[config.mk]
export PLATFORM = sky130hd
export DESIGN_NAME = branch_resolver
export DESIGN_NICKNAME = d
export VERILOG_FILES = /design/src/rtl/branch_resolver.sv
export SDC_FILE = /design/constraint.sdc
export NUM_CORES = 1
export LEC_CHECK = 0
export ABC_AREA = 1
export CORE_MARGIN = 2
export CORE_UTILIZATION = 40
export CTS_CLUSTER_DIAMETER = 150
export DETAILED_ROUTE_END_ITERATION = 8
export HOLD_SLACK_MARGIN = 0.02
export PLACE_DENSITY = 0.74
export SETUP_SLACK_MARGIN = 0.5
export SKIP_CTS_REPAIR_TIMING = 1
export SYNTH_ARGS = -nofsm -noshare
export SYNTH_HDL_FRONTEND = slang
export SYNTH_SLANG_ARGS = --single-unit
[constraint.sdc]
create_clock -name clk -period 26.3 [get_ports clk]
set_input_delay 3.945 -clock clk [delete_from_list [all_inputs] [get_ports clk]]
set_output_delay 3.945 -clock clk [all_outputs]
set_load 0.03 [all_outputs]
[src/rtl/branch_resolver.sv]
// branch_resolver
//   Resolve-side partner of the IF-stage BTB lookup. Builds the IF taken/target
//   prediction from BTB hit data and a 2-bit direction table (PHT). It carries
//   that prediction IF->ID->EX in two metadata slots and checks it against the
//   EX outcome. It raises the flush/redirect and issues registered BTB installs
//   and PHT training.
//
// Ports
//   clk, rst            clock (rising edge); async active-high reset
//   stall               hold the ID/EX metadata slots
//   IF_valid, IF_pc     fetch-side instruction
//   hit, IF_Branch,
//   IF_Jump, pc_imm_out BTB lookup result for IF_pc
//   IF_pred_taken/target  comb prediction for the fetch PC mux
//   EX_valid, EX_pc, EX_Branch, EX_Jump, EX_taken, EX_target  EX outcome
//   mispredict, redirect_pc  comb flush + correct fetch PC
//   btb_write/pc/target/branch  registered BTB install request
//   branch_count, mispredict_count  wrapping statistics
module branch_resolver #(
  parameter int PHT_ENTRIES = 16,
  parameter int PHT_IDX_W   = 4,
  parameter int CNT_W       = 32
) (
  input  logic             clk,
  input  logic             rst,
  input  logic             stall,
  // IF side
  input  logic             IF_valid,
  input  logic [31:0]      IF_pc,
  input  logic             hit,
  input  logic             IF_Branch,
  input  logic             IF_Jump,
  input  logic [31:0]      pc_imm_out,
  output logic             IF_pred_taken,
  output logic [31:0]      IF_pred_target,
  // EX side
  input  logic             EX_valid,
  input  logic [31:0]      EX_pc,
  input  logic             EX_Branch,
  input  logic             EX_Jump,
  input  logic             EX_taken,
  input  logic [31:0]      EX_target,
  output logic             mispredict,
  output logic [31:0]      redirect_pc,
  // BTB install
  output logic             btb_write,
  output logic [31:0]      btb_pc,
  output logic [31:0]      btb_target,
  output logic             btb_branch,
  // statistics
  output logic [CNT_W-1:0] branch_count,
  output logic [CNT_W-1:0] mispredict_count
);

  // Prediction metadata that travels alongside the instruction.
  typedef struct packed {
    logic        valid;
    logic [31:0] pc;
    logic        pred_taken;
    logic [31:0] pred_target;
    logic        pred_hit;
  } slot_t;

  logic [PHT_ENTRIES-1:0][1:0] pht;
  logic [PHT_IDX_W-1:0]        if_idx, ex_idx;
  logic [1:0]                  pht_cur, pht_nxt;

  slot_t if_slot, id_q, ex_q;

  // Effective prediction seen by EX.
  logic        slot_match;
  logic        eff_taken, eff_hit;
  logic [31:0] eff_target;

  // Resolution terms.
  logic        ctrl, act, tgt_diff;
  logic        mis, install;
  logic [31:0] ex_fallthru;

  // ------------------------------------------------------------------
  // IF prediction
  // ------------------------------------------------------------------
  assign if_idx = IF_pc[PHT_IDX_W+1:2];

  // Jumps always predict taken on a hit; branches follow the PHT MSB.
  // The PHT read is combinational, so a same-edge update is not yet visible.
  assign IF_pred_taken  = hit && (IF_Jump || (IF_Branch && pht[if_idx][1]));
  assign IF_pred_target = IF_pred_taken ? pc_imm_out : IF_pc + 32'd4;

  always_comb begin
    if_slot             = '0;
    if_slot.valid       = IF_valid;
    if_slot.pc          = IF_pc;
    if_slot.pred_taken  = IF_pred_taken;
    if_slot.pred_target = IF_pred_target;
    if_slot.pred_hit    = hit;
  end

  // ------------------------------------------------------------------
  // EX resolution
  // ------------------------------------------------------------------
  // A slot is only trusted when it belongs to the instruction now in EX.
  // Otherwise (bubble, flushed slot, pipeline skew) treat it as "no prediction".
  assign slot_match = ex_q.valid && (ex_q.pc == EX_pc);
  assign eff_taken  = slot_match && ex_q.pred_taken;
  assign eff_hit    = slot_match && ex_q.pred_hit;
  assign eff_target = slot_match ? ex_q.pred_target : 32'd0;

  assign ctrl        = EX_Branch | EX_Jump;
  assign act         = ctrl & EX_taken;
  assign tgt_diff    = (eff_target != EX_target);
  assign ex_fallthru = EX_pc + 32'd4;    // wraps naturally at 2**32

  // A non-control instruction that was predicted taken (stale BTB alias)
  // falls out of this as act=0, pred=1 -> redirect to the fall-through.
  assign mis        = EX_valid & ((eff_taken != act) | (act & tgt_diff));
  assign mispredict = mis;
  assign redirect_pc = !mis ? 32'd0 : (act ? EX_target : ex_fallthru);

  // Install when the taken target is unknown to the BTB or stale there.
  assign install = EX_valid & act & (!eff_hit | tgt_diff);

  // ------------------------------------------------------------------
  // Metadata slots: flush beats stall
  // ------------------------------------------------------------------
  always_ff @(posedge clk or posedge rst) begin
    if (rst) begin
      id_q <= '0;
      ex_q <= '0;
    end else if (mis) begin
      id_q <= '0;
      ex_q <= '0;
    end else if (!stall) begin
      id_q <= if_slot;
      ex_q <= id_q;
    end
  end

  // ------------------------------------------------------------------
  // PHT training (conditional branches only)
  // ------------------------------------------------------------------
  assign ex_idx  = EX_pc[PHT_IDX_W+1:2];
  assign pht_cur = pht[ex_idx];

  always_comb begin
    pht_nxt = pht_cur;
    if (EX_taken) begin
      if (pht_cur != 2'd3) pht_nxt = pht_cur + 2'd1;
    end else begin
      if (pht_cur != 2'd0) pht_nxt = pht_cur - 2'd1;
    end
  end

  always_ff @(posedge clk or posedge rst) begin
    if (rst)
      pht <= {PHT_ENTRIES{2'b01}};
    else if (EX_valid && EX_Branch)
      pht[ex_idx] <= pht_nxt;
  end

  // ------------------------------------------------------------------
  // BTB install request and statistics
  // ------------------------------------------------------------------
  // btb_write is a one-cycle strobe. The data fields keep the last install
  // so the BTB may sample them late without harm.
  always_ff @(posedge clk or posedge rst) begin
    if (rst) begin
      btb_write        <= 1'b0;
      btb_pc           <= 32'd0;
      btb_target       <= 32'd0;
      btb_branch       <= 1'b1;
      branch_count     <= '0;
      mispredict_count <= '0;
    end else begin
      btb_write <= install;
      if (install) begin
        btb_pc     <= EX_pc;
        btb_target <= EX_target;
        btb_branch <= EX_Branch;
      end
      if (EX_valid && ctrl) branch_count     <= branch_count + CNT_W'(1);
      if (mis)              mispredict_count <= mispredict_count + CNT_W'(1);
    end
  end

endmodule
**Word level (Yosys, flattened, before mapping)**

Cells that the tools add are included.

- Flip-flop bits (word level): 296
- Input bits: 139
- Output and inout bits: 196
- Logic and storage cells: 83

- Add/sub/neg operators: 6
- $lt $le $gt $ge: 3
- Equality and inequality tests: 5
- Muxes and demuxes: 18
- Bitwise operators: 8
- Reductions and logical operators: 11

Operators by type and width:

| cell | number |
|---|---|
| two-way mux 67 bit | 4 |
| two-way mux 32 bit | 4 |
| adder 32 x 1 -> 32 bit (second input constant) | 2 |
| adder 32 x 3 -> 32 bit (second input constant) | 2 |
| bitwise mux 32 bit | 1 |
| == test 32 bit | 1 |
| inequality test 32 bit | 1 |
| binary-select mux 2 bit (select 4 bit) | 2 |
| two-way mux 2 bit | 6 |
| less-than comparator 4 x 5 -> 1 bit (second input constant) | 2 |
| demux 2 bit (select 4 bit) | 1 |
| logical AND 1 bit | 8 |
| bitwise AND 1 bit | 5 |
| greater-or-equal comparator 4 x 1 -> 1 bit (second input constant) | 1 |
| OR 1 bit | 3 |
| adder 2 x 1 -> 2 bit (second input constant) | 1 |
| inequality test 2 x 1 -> 1 bit (second input constant) | 1 |
| inequality test 2 bit (second input constant) | 1 |
| nonzero test 2 bit | 1 |
| subtractor 2 x 1 -> 2 bit (second input constant) | 1 |
| logical NOT 1 bit | 1 |
| logical OR 1 bit | 1 |
| inequality test 1 bit | 1 |

**Logic depth before layout (Yosys ltp)**

Gate-level depths: netlist of run 1.

- Depth in word-level cells: 8
- Depth in mapped cells: 23
- Gate-level depth less buffers: 20

**Worst setup path after synthesis of run 1**

Ideal clock, no wire load.

- Path kind: input-to-output
- Start point: in EX_pc[23]
- End point: out redirect_pc[25]
- Arrival: 6181 ps
- Data required time: 22355 ps
- Slack: 16174 ps
- Cell stages on the path: 22
- Buffers on the path: 4
- Path through: buf_2 inv_2 nand2_1 nand2_1 nor2_1 nand2_1 nor2_1 nand2_1 nor2_4 buf_4 nand3_1 nand2_1 nand2_1 nand3_1 nor2_1 nand2_1 nor2_4 nand3_4 nand2_2 buf_4 buf_4 nor2_1

- Longest elaborated chain between the ends: 8
- Elaborated cells on any way between the ends: 12
- Classes of those cells: add/sub: 1; eq/ne: 3; mux: 3; bitwise: 3; reduce/logical: 2

Ends and longest elaborated chain:

| element | line | text |
|---|---|---|
| start: declaration | 38 | `input logic [31:0] EX_pc,` |
| == test 32 bit | 104 | `assign slot_match = ex_q.valid && (ex_q.pc == EX_pc);` |
| logical AND 1 bit | 104 |  |
| two-way mux 32 bit | 107 | `assign eff_target = slot_match ? ex_q.pred_target : 32'd0;` |
| inequality test 32 bit | 111 | `assign tgt_diff = (eff_target != EX_target);` |
| bitwise AND 1 bit | 116 | `assign mis = EX_valid & ((eff_taken != act) \| (act & tgt_diff));` |
| OR 1 bit | 116 |  |
| bitwise AND 1 bit | 116 |  |
| two-way mux 32 bit * | 118 | `assign redirect_pc = !mis ? 32'd0 : (act ? EX_target : ex_fallthru);` |
| end: declaration | 44 | `output logic [31:0] redirect_pc,` |

Mark *: on every way between the ends. The rest lies on a longest branch, timed or not.

**Worst setup path in the final report of run 1**

- Start point: in EX_pc[2]
- End point: out mispredict

- Longest elaborated chain between the ends: 7
- Elaborated cells on any way between the ends: 9
- Classes of those cells: eq/ne: 3; mux: 1; bitwise: 3; reduce/logical: 2

Ends and longest elaborated chain:

| element | line | text |
|---|---|---|
| == test 32 bit * | 104 |  |
| logical AND 1 bit * | 104 |  |
| two-way mux 32 bit | 107 |  |
| inequality test 32 bit | 111 |  |
| bitwise AND 1 bit | 116 |  |
| OR 1 bit * | 116 |  |
| bitwise AND 1 bit * | 116 |  |
| end: declaration | 43 | `output logic mispredict,` |

Marked as above.

==> metrics.txt, run 1 <==
crit-path cells clkdlybuf4s50_1 > inv_2 > nand2_1 > nand2_1 > nor2_1 > nand2_1 > nor2_1 > nand2_1 > nor2_2 > nand4_1 > nand2_1 > nand2_1 > nor2_1 > nand2_1 > nor2_2 > nand3_4 > nand2_2 > buf_4 > inv_4 > clkdlybuf4s50_1; fin cells 3337; CTS HTree Levels 2; Crit-path slowest cell clkdlybuf4s50_1; synthesis-to-layout area growth 27.7%; dpl hpwl 48900 um; CTS Sinks 296; Longest Clk Path Bufs 3; post-synthesis sequential area ratio 42.6%; vias in the first global route 16100; status finished, final reports clean; Vias/cell 5.26; CP Data Arrival Time 9600 ps; antenna viol nets, final 0; Ys Warns 0; worst min-delay path class register to register; Tmin final 13540 ps; All-Layer GR Usage 28.0%; I/O Buffers 334; Root Driver clkbuf_16; RD Place Congestion 1.03; DRT met1 WL 28900 um; total of max-cap violations 0; CTS buffer count 34; worst skew pair latency 560 ps; crit-path most repeated cell nand2_1; Crit Path Class primary input to output port; EDFF count, synth 0; CP endpoint kind output port; length of routed met3 wiring 5570 um; # DRC 0; global-route wire length before repair 96600 um; routed wire length on met2 27000 um; die height 213 um; worst path required time 22350 ps; unrepaired setup endpoints after global routing false; Final Hold Fails 0; kind of cell adding the most delay to the critical path buffers and inverters; Core ar. 0.0431 mm2; IO Pins 335; starting density of the core 40.5%; Synth Area per Inst 7.12 um2; Slew Viols, Final 0; WL final 63700 um; Post-Place Cells 3275; #FFs+latches synth 296; Cell Pwr Density 64.2 mW/mm2; die span in x 213 um; Syn Std Cell Area 0.0174 mm2; Cell variety after synth 43; type of origin of the critical path primary input; final net count 2872; drt pass-1 iters 6; clk slew on worst S/H paths 60 ps; num rows 76; setup_tns 0 ps; Slew HR 19.6%; Vias 17600; crit-path max cell delay 970 ps; layout cells sized above 1 6.36%; Final Util 51.7%; WL/cell 19.1 um; ys flop type dfrtp_1; Leak 10.6 nW; FFs w/ async S/R, synth 100%; endpoints failing setup 0; GRT overflow 0; top sig layer met5; largest net degree at the start of global routing 101; Peak VDD IR 0.0000331 V; Worst Tran Pin Value 1210 ps; CTS tree done; Tcrit/Tclk final 51.5%; initial antenna violation count 2; worst clock skew 29.4 ps; Buf/Inv on CP 5; Die ar. 0.0453 mm2; Iter 0 DRT Violations 1927; Post-Syn Nets 2595; worst-path maximum fanout 65; fmax 0.0739 GHz; cells after synthesis 2449
routing by layer:
metal,up-vias,GRT usage (%)
met5,-,0
met4,2,10.5
met3,97,4.65
met2,857,41.5
met1,8275,41.0
li1,8321,-
where the power goes:
part | switching, mW | internal, mW | total, mW
registers | 0.0530 | 0.520 | 0.573
clock network | 0.200 | 0.302 | 0.502
logic | 0.224 | 0.132 | 0.356
total | 0.477 | 0.953 | 1.43
final cells by class:
| cell class | instances | area (um2) |
|---|---|---|
| fillers | 4113 | 20800 |
| multi-input cells | 1791 | 8510 |
| flip-flops and latches | 296 | 7430 |
| repair buffers | 348 | 3450 |
| clock buffers | 49 | 1020 |
| inverters | 255 | 968 |
| well taps | 585 | 732 |
| clock inverters | 12 | 168 |
| diodes | 1 | 2.50 |
layout by cell type (no fill, tap or decap), types with 2 or more instances in the layout:
| cell type | instances |
|---|---|
| a21oi_1 | 62 |
| a31oi_1 | 2 |
| and3_1 | 4 |
| buf_4 | 15 |
| bufinv_16 | 3 |
| clkbuf_1 | 5 |
| clkbuf_16 | 35 |
| clkbuf_8 | 9 |
| clkdlybuf4s50_1 | 333 |
| clkinv_1 | 2 |
| clkinv_2 | 3 |
| clkinvlp_4 | 4 |
| dfrtp_1 | 279 |
| dfstp_2 | 17 |
| ha_1 | 7 |
| inv_1 | 232 |
| inv_2 | 18 |
| inv_6 | 2 |
| mux2i_1 | 27 |
| nand2_1 | 744 |
| nand2_2 | 2 |
| nand3_1 | 167 |
| nand4_1 | 66 |
| nor2_1 | 306 |
| nor2_2 | 44 |
| nor2_4 | 14 |
| nor3_1 | 38 |
| nor4_1 | 13 |
| o21a_1 | 2 |
| o21ai_0 | 179 |
| o21bai_1 | 2 |
| o22ai_1 | 3 |
| xnor2_1 | 30 |
| xor2_1 | 66 |
worst min-delay path, cell delays in order, from the launching register on:
cell and delay (ps):
dfrtp_1 340, nand2_1 50, nand2_1 50
stage by stage:
stage,worst slack [ps],area [um2],total power [mW],hold slack [ps]
final,12760,22300,1.43,470
after CTS,12920,22300,1.43,473
after global placement,13100,21100,0.925,453
after floorplan,14210,17400,0.771,453
after detailed placement,12940,21100,0.930,458
after global routing,12360,22300,1.49,481
synthesized netlist by cell type, types with 6 or more instances:
library cell / n / share of area, %
clkbuf_1: 43 / 0.93
a21oi_1: 63 / 1.8
mux2i_1: 27 / 1.5
nor4_1: 13 / 0.47
xor2_1: 66 / 3.3
inv_1: 234 / 5.0
nand2_1: 745 / 16
xnor2_1: 30 / 1.5
nand3_1: 168 / 4.8
buf_1: 11 / 0.24
buf_2: 34 / 0.98
nor3_1: 38 / 1.1
nor2_2: 43 / 1.5
inv_2: 19 / 0.41
nand4_1: 66 / 2.4
o21ai_0: 179 / 5.1
buf_4: 6 / 0.26
dfstp_2: 17 / 2.6
ha_1: 7 / 0.50
nor2_1: 308 / 6.6
nor2_4: 13 / 0.84
dfrtp_1: 279 / 40
buf_6: 11 / 0.71
sequential cells by signal, summed over array words and instances (netlist names):
signal and count:
pht 32, id_q 67, btb_branch 1, mispredict_count 32, ex_q 67, btb_write 1, btb_target 32, branch_count 32
btb_pc 32
cells by family after synthesis:
logic type	after synthesis	synth area share (%)
buffers and inverters	362	8.71
AO/OA/AOI/OAI	254	7.42
adder cells (fa/ha/maj)	7	0.502
multiplexers	28	1.61
flip-flops	296	42.6
AND/OR/NAND/NOR	1406	34.3
XOR/XNOR	96	4.82
path summary, 6_finish.rpt:
path	slack (ps)	endpoint	cells after the start	startpoint
max in group asynchronous	21010	id_q[66]$_DFFE_PP0P_	3	rst
setup / recovery	12760	mispredict	20	EX_pc[2]
setup reg to reg	21050	id_q[62]$_DFFE_PP0P_	21	ex_q[47]$_DFFE_PP0P_
hold reg to reg	470	btb_target[6]$_DFFE_PP0P_	2	btb_target[6]$_DFFE_PP0P_
hold / removal	470	btb_target[6]$_DFFE_PP0P_	2	btb_target[6]$_DFFE_PP0P_
min in group asynchronous	3890	ex_q[41]$_DFFE_PP0P_	2	rst
Power figures use the tool's default switching activity.
==> inputs of run 2 (changes only) <==
--- a/config.mk
+++ b/config.mk
@@ -11,7 +11,7 @@
 export CTS_CLUSTER_DIAMETER = 150
 export DETAILED_ROUTE_END_ITERATION = 8
 export HOLD_SLACK_MARGIN = 0.02
-export PLACE_DENSITY = 0.74
+export PLACE_DENSITY = 0.77
 export SETUP_SLACK_MARGIN = 0.5
 export SKIP_CTS_REPAIR_TIMING = 1
 export SYNTH_ARGS = -nofsm -noshare
==> constraint.sdc (replaced) <==
create_clock -name clk -period 12.04 [get_ports clk]
set_input_delay 1.806 -clock clk [delete_from_list [all_inputs] [get_ports clk]]
set_output_delay 1.806 -clock clk [all_outputs]
set_load 0.03 [all_outputs]
==> run 2 against run 1 <==
Clock power increased by 120%; combinational power increased by 120%; global-route usage increased by 0.11 points; via count increased by 0.63%; flip-flop and latch count unchanged; sequential share of layout area about the same; utilization increased by 0.070 points; first-iteration DRC count increased by 17%; hold slack about the same; register-to-register slack got worse by 14000 ps; final area increased by 0.13%; clock-buffer cell count decreased by 1.
==> metrics.txt, run 2 (synthesized netlist as in run 1, its figures left out) <==
status finished, final reports clean (unchanged); biggest regs ex_q (67), id_q (67) (unchanged); post-route design area 0.0223 mm2 (about the same); switching part of the total power 33.6% (was 33.4%); crit-path most repeated cell nand2_1 (unchanged); setup_tns 0 ps (unchanged); Crit Reg-Reg Startpoint ex_q[34]$_DFFE_PP0P_ (was ex_q[47]$_DFFE_PP0P_); dpl hpwl 48600 um (was 48900 um); IO Pins 335 (unchanged); most common library cell in the layout ignoring fill and taps nand2_1 (unchanged); Leak 10.6 nW (about the same); endpoints failing setup 0 (unchanged); CP endpoint kind output port (unchanged); Filler Cells Inserted 4182 (was 4113); initial antenna violation count 2 (unchanged); fmax 0.112 GHz; CTS HTree Levels 2 (unchanged); Peak VDD IR 0.0000768 V (was 0.0000331 V); type of origin of the critical path primary input (unchanged); Core ar. 0.0431 mm2 (unchanged); global-route wire length before repair 97300 um (was 96600 um); Tcrit/Tclk final 74.3%; CTS Sinks 296 (unchanged); RD Place Congestion 1.06 (was 1.03); worst clock skew 20.0 ps (was 29.4 ps); Final Hold Fails 0 (unchanged); WL final 63800 um (was 63700 um); drt pass-1 iters 8 (was 6); crit-path max cell delay 1000 ps (was 970 ps); Iter 0 DRT Violations 2250 (was 1927); Cell Pwr Density 141 mW/mm2 (was 64.2 mW/mm2); CTS tree done (unchanged); R2R Path End id_q[37]$_DFFE_PP0P_ (was id_q[62]$_DFFE_PP0P_); unrepaired setup endpoints after global routing false (unchanged); worst skew pair latency 560 ps (about the same); internal power 2.09 mW (was 953 uW); Root Driver clkbuf_16 (unchanged); Longest Clk Path Bufs 3 (unchanged); critical path endpoint redirect_pc[14] (was mispredict); Slew Viols, Final 0 (unchanged); # DRC 0 (unchanged); worst min-delay path class register to register (unchanged); synthesis-to-layout area growth 27.9% (was 27.7%); CTS buffer count 35 (was 34); worst-path maximum fanout 64 (was 65); NetSw 1.05 mW (was 477 uW); area of the multi-input gates 0.00851 mm2 (about the same); largest net degree at the start of global routing 156 (was 101); Slew HR 23.6% (was 19.6%); total of max-cap violations 0 (unchanged); Vias/cell 5.29 (was 5.26); combinational power share 24.8% (was 24.9%); clk slew on worst S/H paths 60 ps (about the same); Clock Power Share 35.4% (was 35.1%); CP Data Arrival Time 7140 ps (was 9600 ps); Crit-path slowest cell clkdlybuf4s50_1 (unchanged); die span in x 213 um (unchanged); worst hold slack 470 ps (about the same); GRT overflow 0 (unchanged); crit-path cells clkdlybuf4s50_1 > inv_2 > nand2_1 > nand4_1 > nor2_1 > nand2_1 > nor2_4 > nand3_1 > nand2_1 > nand2_1 > inv_1 > nand2_1 > nor2_1 > nand2_1 > nor2_2 > nand3_4 > nand2_2 > buf_4 > nor2_1 > clkdlybuf4s50_1 (was clkdlybuf4s50_1 > inv_2 > nand2_1 > nand2_1 > nor2_1 > nand2_1 > nor2_1 > nand2_1 > nor2_2 > nand4_1 > nand2_1 > nand2_1 > nor2_1 > nand2_1 > nor2_2 > nand3_4 > nand2_2 > buf_4 > inv_4 > clkdlybuf4s50_1); Reg2Reg Depth 20 (was 21); antenna viol nets, final 0 (unchanged); die height 213 um (unchanged); I/O Buffers 334 (unchanged); Sequential Area 0.00743 mm2 (unchanged); Crit Path Class primary input to output port (unchanged); worst setup path start EX_pc[2] (unchanged); r2r setup slk 7220 ps (was 21050 ps); Worst Tran Pin Value 1150 ps (was 1210 ps); worst path required time 10230 ps (was 22350 ps); Vias 17700 (was 17600); Die ar. 0.0453 mm2 (unchanged); vias in the first global route 16200 (was 16100); Tmin final 8940 ps; WL/cell 19.1 um (about the same); commonest non-fill, non-tap cells in the layout nand2_1 (744), clkdlybuf4s50_1 (333), nor2_1 (307), dfrtp_1 (279), inv_1 (232) (was nand2_1 (744), clkdlybuf4s50_1 (333), nor2_1 (306), dfrtp_1 (279), inv_1 (232)); layout cells sized above 1 6.28% (was 6.36%); starting density of the core 40.5% (unchanged); Flop pwr share 39.7% (was 40.0%); num rows 76 (unchanged); area of placed instances 0.0211 mm2 (about the same); All-Layer GR Usage 28.1% (was 28.0%); final net count 2873 (was 2872)
[run 2: cell count changes in the layout (fill, tap and decap cells not counted), moves of 3 or more]
cell / previous run / this run
clkinvlp_4: 4 / 1
clkbuf_8: 9 / 5
clkinv_4: 0 / 3
clkbuf_1: 5 / 8
[run 2: metal layers]
layer | up-vias | GRT usage (%) | part of all wire, %
li1 | 8327 | - | -
met1 | 8345 | 42.5 | 46
met2 | 909 | 40.6 | 42
met3 | 81 | 5.03 | 9.4
met4 | 0 | 8.83 | 3.0
met5 | - | 0 | 0
[run 2: cell type report]
class	instances	area share [%]
multi-input combinational	1791	38.2
sequential	296	33.3
timing repair buffer	348	15.5
clock buffer	48	4.37
inverter	255	4.34
tap	585	3.28
clock inverter	15	1.04
antenna	1	0.0112
[run 2: worst min-delay path by stage]
stage	startpoint	to	slack, ps	depth (start not counted)
finish	btb_branch$_DFFE_PP1P_	btb_branch$_DFFE_PP1P_	470	2
global route	btb_pc[29]$_DFFE_PP0P_	btb_pc[29]$_DFFE_PP0P_	490	2
CTS	btb_branch$_DFFE_PP1P_	btb_branch$_DFFE_PP1P_	470	2
detailed placement	btb_branch$_DFFE_PP1P_	btb_branch$_DFFE_PP1P_	460	2
global placement	btb_pc[19]$_DFFE_PP0P_	btb_pc[19]$_DFFE_PP0P_	450	2
floorplan	pht[3]$_DFFE_PP0P_	pht[3]$_DFFE_PP0P_	450	2
[run 2: worst max-delay path, delay by kind of cell]
family	cells	cell delay, ps
buf+inv	5	2570
simple gates	15	2660
[run 2: power by group through the flow]
stage / Combinational [mW] / Sequential [mW] / Clock [mW]
floorplan: 0.362 / 1.32 / 0
global placement: 0.762 / 1.25 / 0
detailed placement: 0.772 / 1.26 / 0
CTS: 0.777 / 1.24 / 1.13
global route: 0.849 / 1.26 / 1.17
finish: 0.780 / 1.25 / 1.11
[run 2: metrics by stage]
step	cells	setup WS [ps]	total power, mW	util (%)
after floorplan	2449	2090	1.68	-
after global placement	3275	3410	2.02	49.0
after detailed placement	3275	3220	2.03	49.0
after CTS	3338	3210	3.15	51.8
after global routing	3339	2560	3.29	51.8
final	3339	3100	3.14	51.8
==> inputs of run 3 (changes only) <==
--- a/config.mk
+++ b/config.mk
@@ -11,7 +11,7 @@
 export CTS_CLUSTER_DIAMETER = 150
 export DETAILED_ROUTE_END_ITERATION = 8
 export HOLD_SLACK_MARGIN = 0.02
-export PLACE_DENSITY = 0.77
+export PLACE_DENSITY = 0.74
 export SETUP_SLACK_MARGIN = 0.5
 export SKIP_CTS_REPAIR_TIMING = 1
 export SYNTH_ARGS = -nofsm -noshare
==> constraint.sdc (replaced) <==
create_clock -name clk -period 8.95 [get_ports clk]
set_input_delay 1.3425 -clock clk [delete_from_list [all_inputs] [get_ports clk]]
set_output_delay 1.3425 -clock clk [all_outputs]
set_load 0.03 [all_outputs]
==> run 3 against run 2 <==
Total power increased by 35%; final cell count grew 0.18%; combinational power rose by 35%; sequential share of layout area fell by 0.084 points; worst setup slack lost 1700 ps; clock power increased by 36%; flip-flop and latch count unchanged; utilization up 0.13 points; first-iteration DRC count decreased by 20%; register-to-register slack got worse by 3700 ps; highest routed layer unchanged.
==> metrics.txt, run 3 (synthesized netlist as in run 1, its figures left out) <==
starting density of the core 40.5% (unchanged); Reg2Reg Depth 19 (was 20); setup_tns 0 ps (unchanged); Tmin final 7590 ps; endpoints failing setup 0 (unchanged); WL final 63700 um (was 63800 um); Slew Viols, Final 0 (unchanged); I/O Buffers 334 (unchanged); Worst Tran Pin Value 1210 ps (was 1150 ps); Final Hold Fails 0 (unchanged); WL/cell 19.1 um (about the same); drt pass-1 iters 6 (was 8); IO Pins 335 (unchanged); unrepaired setup endpoints after global routing false (unchanged); type of origin of the critical path primary input (unchanged); Clock Power Share 35.6% (was 35.4%); commonest non-fill, non-tap cells in the layout nand2_1 (744), clkdlybuf4s50_1 (333), nor2_1 (306), dfrtp_1 (279), inv_1 (232) (was nand2_1 (744), clkdlybuf4s50_1 (333), nor2_1 (307), dfrtp_1 (279), inv_1 (232)); worst min-delay path class register to register (unchanged); clk slew on worst S/H paths 60 ps (about the same); CTS Sinks 296 (unchanged); CP endpoint kind output port (unchanged); Crit Path Class primary input to output port (unchanged); largest net degree at the start of global routing 169 (was 156); NetSw 1.40 mW (was 1.05 mW); global-route wire length before repair 96500 um (was 97300 um); met2 Resource Use GR 41.0% (was 40.6%); CTS buffer count 35 (unchanged); vias in the first global route 16100 (was 16200); Slew HR 18.9% (was 23.6%); Vias/cell 5.18 (was 5.29); dpl hpwl 49100 um (was 48600 um); RD Place Congestion 1.01 (was 1.06); switching part of the total power 33.0% (was 33.6%); antenna viol nets, final 0 (unchanged); Root Driver clkbuf_16 (unchanged); All-Layer GR Usage 28.1% (about the same); post-route design area 0.0224 mm2 (was 0.0223 mm2); layout cells sized above 1 6.53% (was 6.28%); CTS tree done (unchanged); synthesis-to-layout area growth 28.2% (was 27.9%); CP Data Arrival Time 6250 ps (was 7140 ps); die span in x 213 um (unchanged); worst path required time 7610 ps (was 10230 ps); Tcrit/Tclk final 84.8%; Die ar. 0.0453 mm2 (unchanged); combinational power share 24.7% (was 24.8%); GR Layer Usage met3 4.75% (was 5.03%); total of max-cap violations 0 (unchanged); Longest Clk Path Bufs 3 (unchanged); num rows 76 (unchanged); area of placed instances 0.0211 mm2 (about the same); Iter 0 DRT Violations 1800 (was 2250); worst-path maximum fanout 37 (was 64); biggest regs ex_q (67), id_q (67) (unchanged); Vias 17300 (was 17700); worst clock skew 18.7 ps (was 20.0 ps); hold depth 2 (unchanged); status finished, final reports clean (unchanged); worst skew pair latency 560 ps (about the same); # DRC 0 (unchanged); Leak 10.7 nW (was 10.6 nW); Flop pwr share 39.6% (was 39.7%); fmax 0.132 GHz; met1 usage 41.3% (was 42.5%); initial antenna violation count 2 (unchanged); worst hold slack 468 ps (was 470 ps); final net count 2877 (was 2873); gr busiest metal met1 (unchanged); die height 213 um (unchanged); CTS HTree Levels 2 (unchanged); internal power 2.84 mW (was 2.09 mW); Tot Pwr 4.24 mW (was 3.14 mW); most common library cell in the layout ignoring fill and taps nand2_1 (unchanged); GRT overflow 0 (unchanged); Core ar. 0.0431 mm2 (unchanged); Peak VDD IR 0.0000923 V (was 0.0000768 V); Cell Pwr Density 190 mW/mm2 (was 141 mW/mm2)
[run 3: cell count changes in the layout (fill, tap and decap cells not counted), moves of 2 or more]
cell / previous run / this run
clkbuf_8: 5 / 8
clkbuf_1: 8 / 6
clkinv_4: 3 / 1
clkinvlp_4: 1 / 4
diode_2: 1 / 3
buf_4: 14 / 18
[run 3: worst max-delay path: stages]
cell             delay, ps
clkdlybuf4s50_1        880
inv_2                  230
nand2_1                170
nand2_1                 60
nor2_1                 110
nand2_1                 50
nor2_1                  90
nand2_1                130
nor2_4                 610
nand4_1                180
nand2_1                120
nand2_1                 60
nor2_1                 100
nand2_1                 70
nor2_2                 200
nand3_4                340
nand2_2                700
nor2_1                 130
clkdlybuf4s50_1        630
[run 3: power groups by stage]
stage | Combinational [mW] | Sequential [mW] | Clock (mW)
after global placement | 1.03 | 1.69 | 0
final | 1.05 | 1.68 | 1.51
after global routing | 1.14 | 1.70 | 1.60
after detailed placement | 1.04 | 1.69 | 0
after CTS | 1.05 | 1.67 | 1.54
after floorplan | 0.487 | 1.78 | 0
[run 3: final timing paths]
kind / from / endpoint / slack, ps
worst max-delay path: EX_pc[3] / redirect_pc[13] / 1360
worst min-delay path: btb_pc[14]$_DFFE_PP0P_ / btb_pc[14]$_DFFE_PP0P_ / 470
worst max register to register: ex_q[46]$_DFFE_PP0P_ / id_q[38]$_DFFE_PP0P_ / 3560
worst min register to register: btb_pc[14]$_DFFE_PP0P_ / btb_pc[14]$_DFFE_PP0P_ / 470
max in group asynchronous: rst / mispredict_count[25]$_DFFE_PP0P_ / 5900
min in group asynchronous: rst / btb_pc[10]$_DFFE_PP0P_ / 1240
[run 3: through the flow]
stage,setup WS (ps),util [%],std cells
after floorplan,3690,-,2449
after global placement,1430,49.0,3279
after global routing,950,51.9,3344
after detailed placement,1440,49.0,3279
final,1360,51.9,3345
after CTS,1430,51.9,3342
[run 3: layout make-up]
class                           instances  area, um2
Antenna cell                            3       7.51
Clock buffer                           50       1030
Clock inverter                         13        195
Fill cell                            4123      20700
Inverter                              255        965
Multi-Input combinational cell       1791       8510
Sequential cell                       296       7430
Tap cell                              585        732
Timing Repair Buffer                  352       3490
[run 3: routing by layer]
metal | share of wire (%) | up-vias
met3 | 7.8 | 108
met1 | 46 | 8118
met4 | 3.6 | 0
met5 | 0 | -
met2 | 42 | 769
li1 | - | 8326
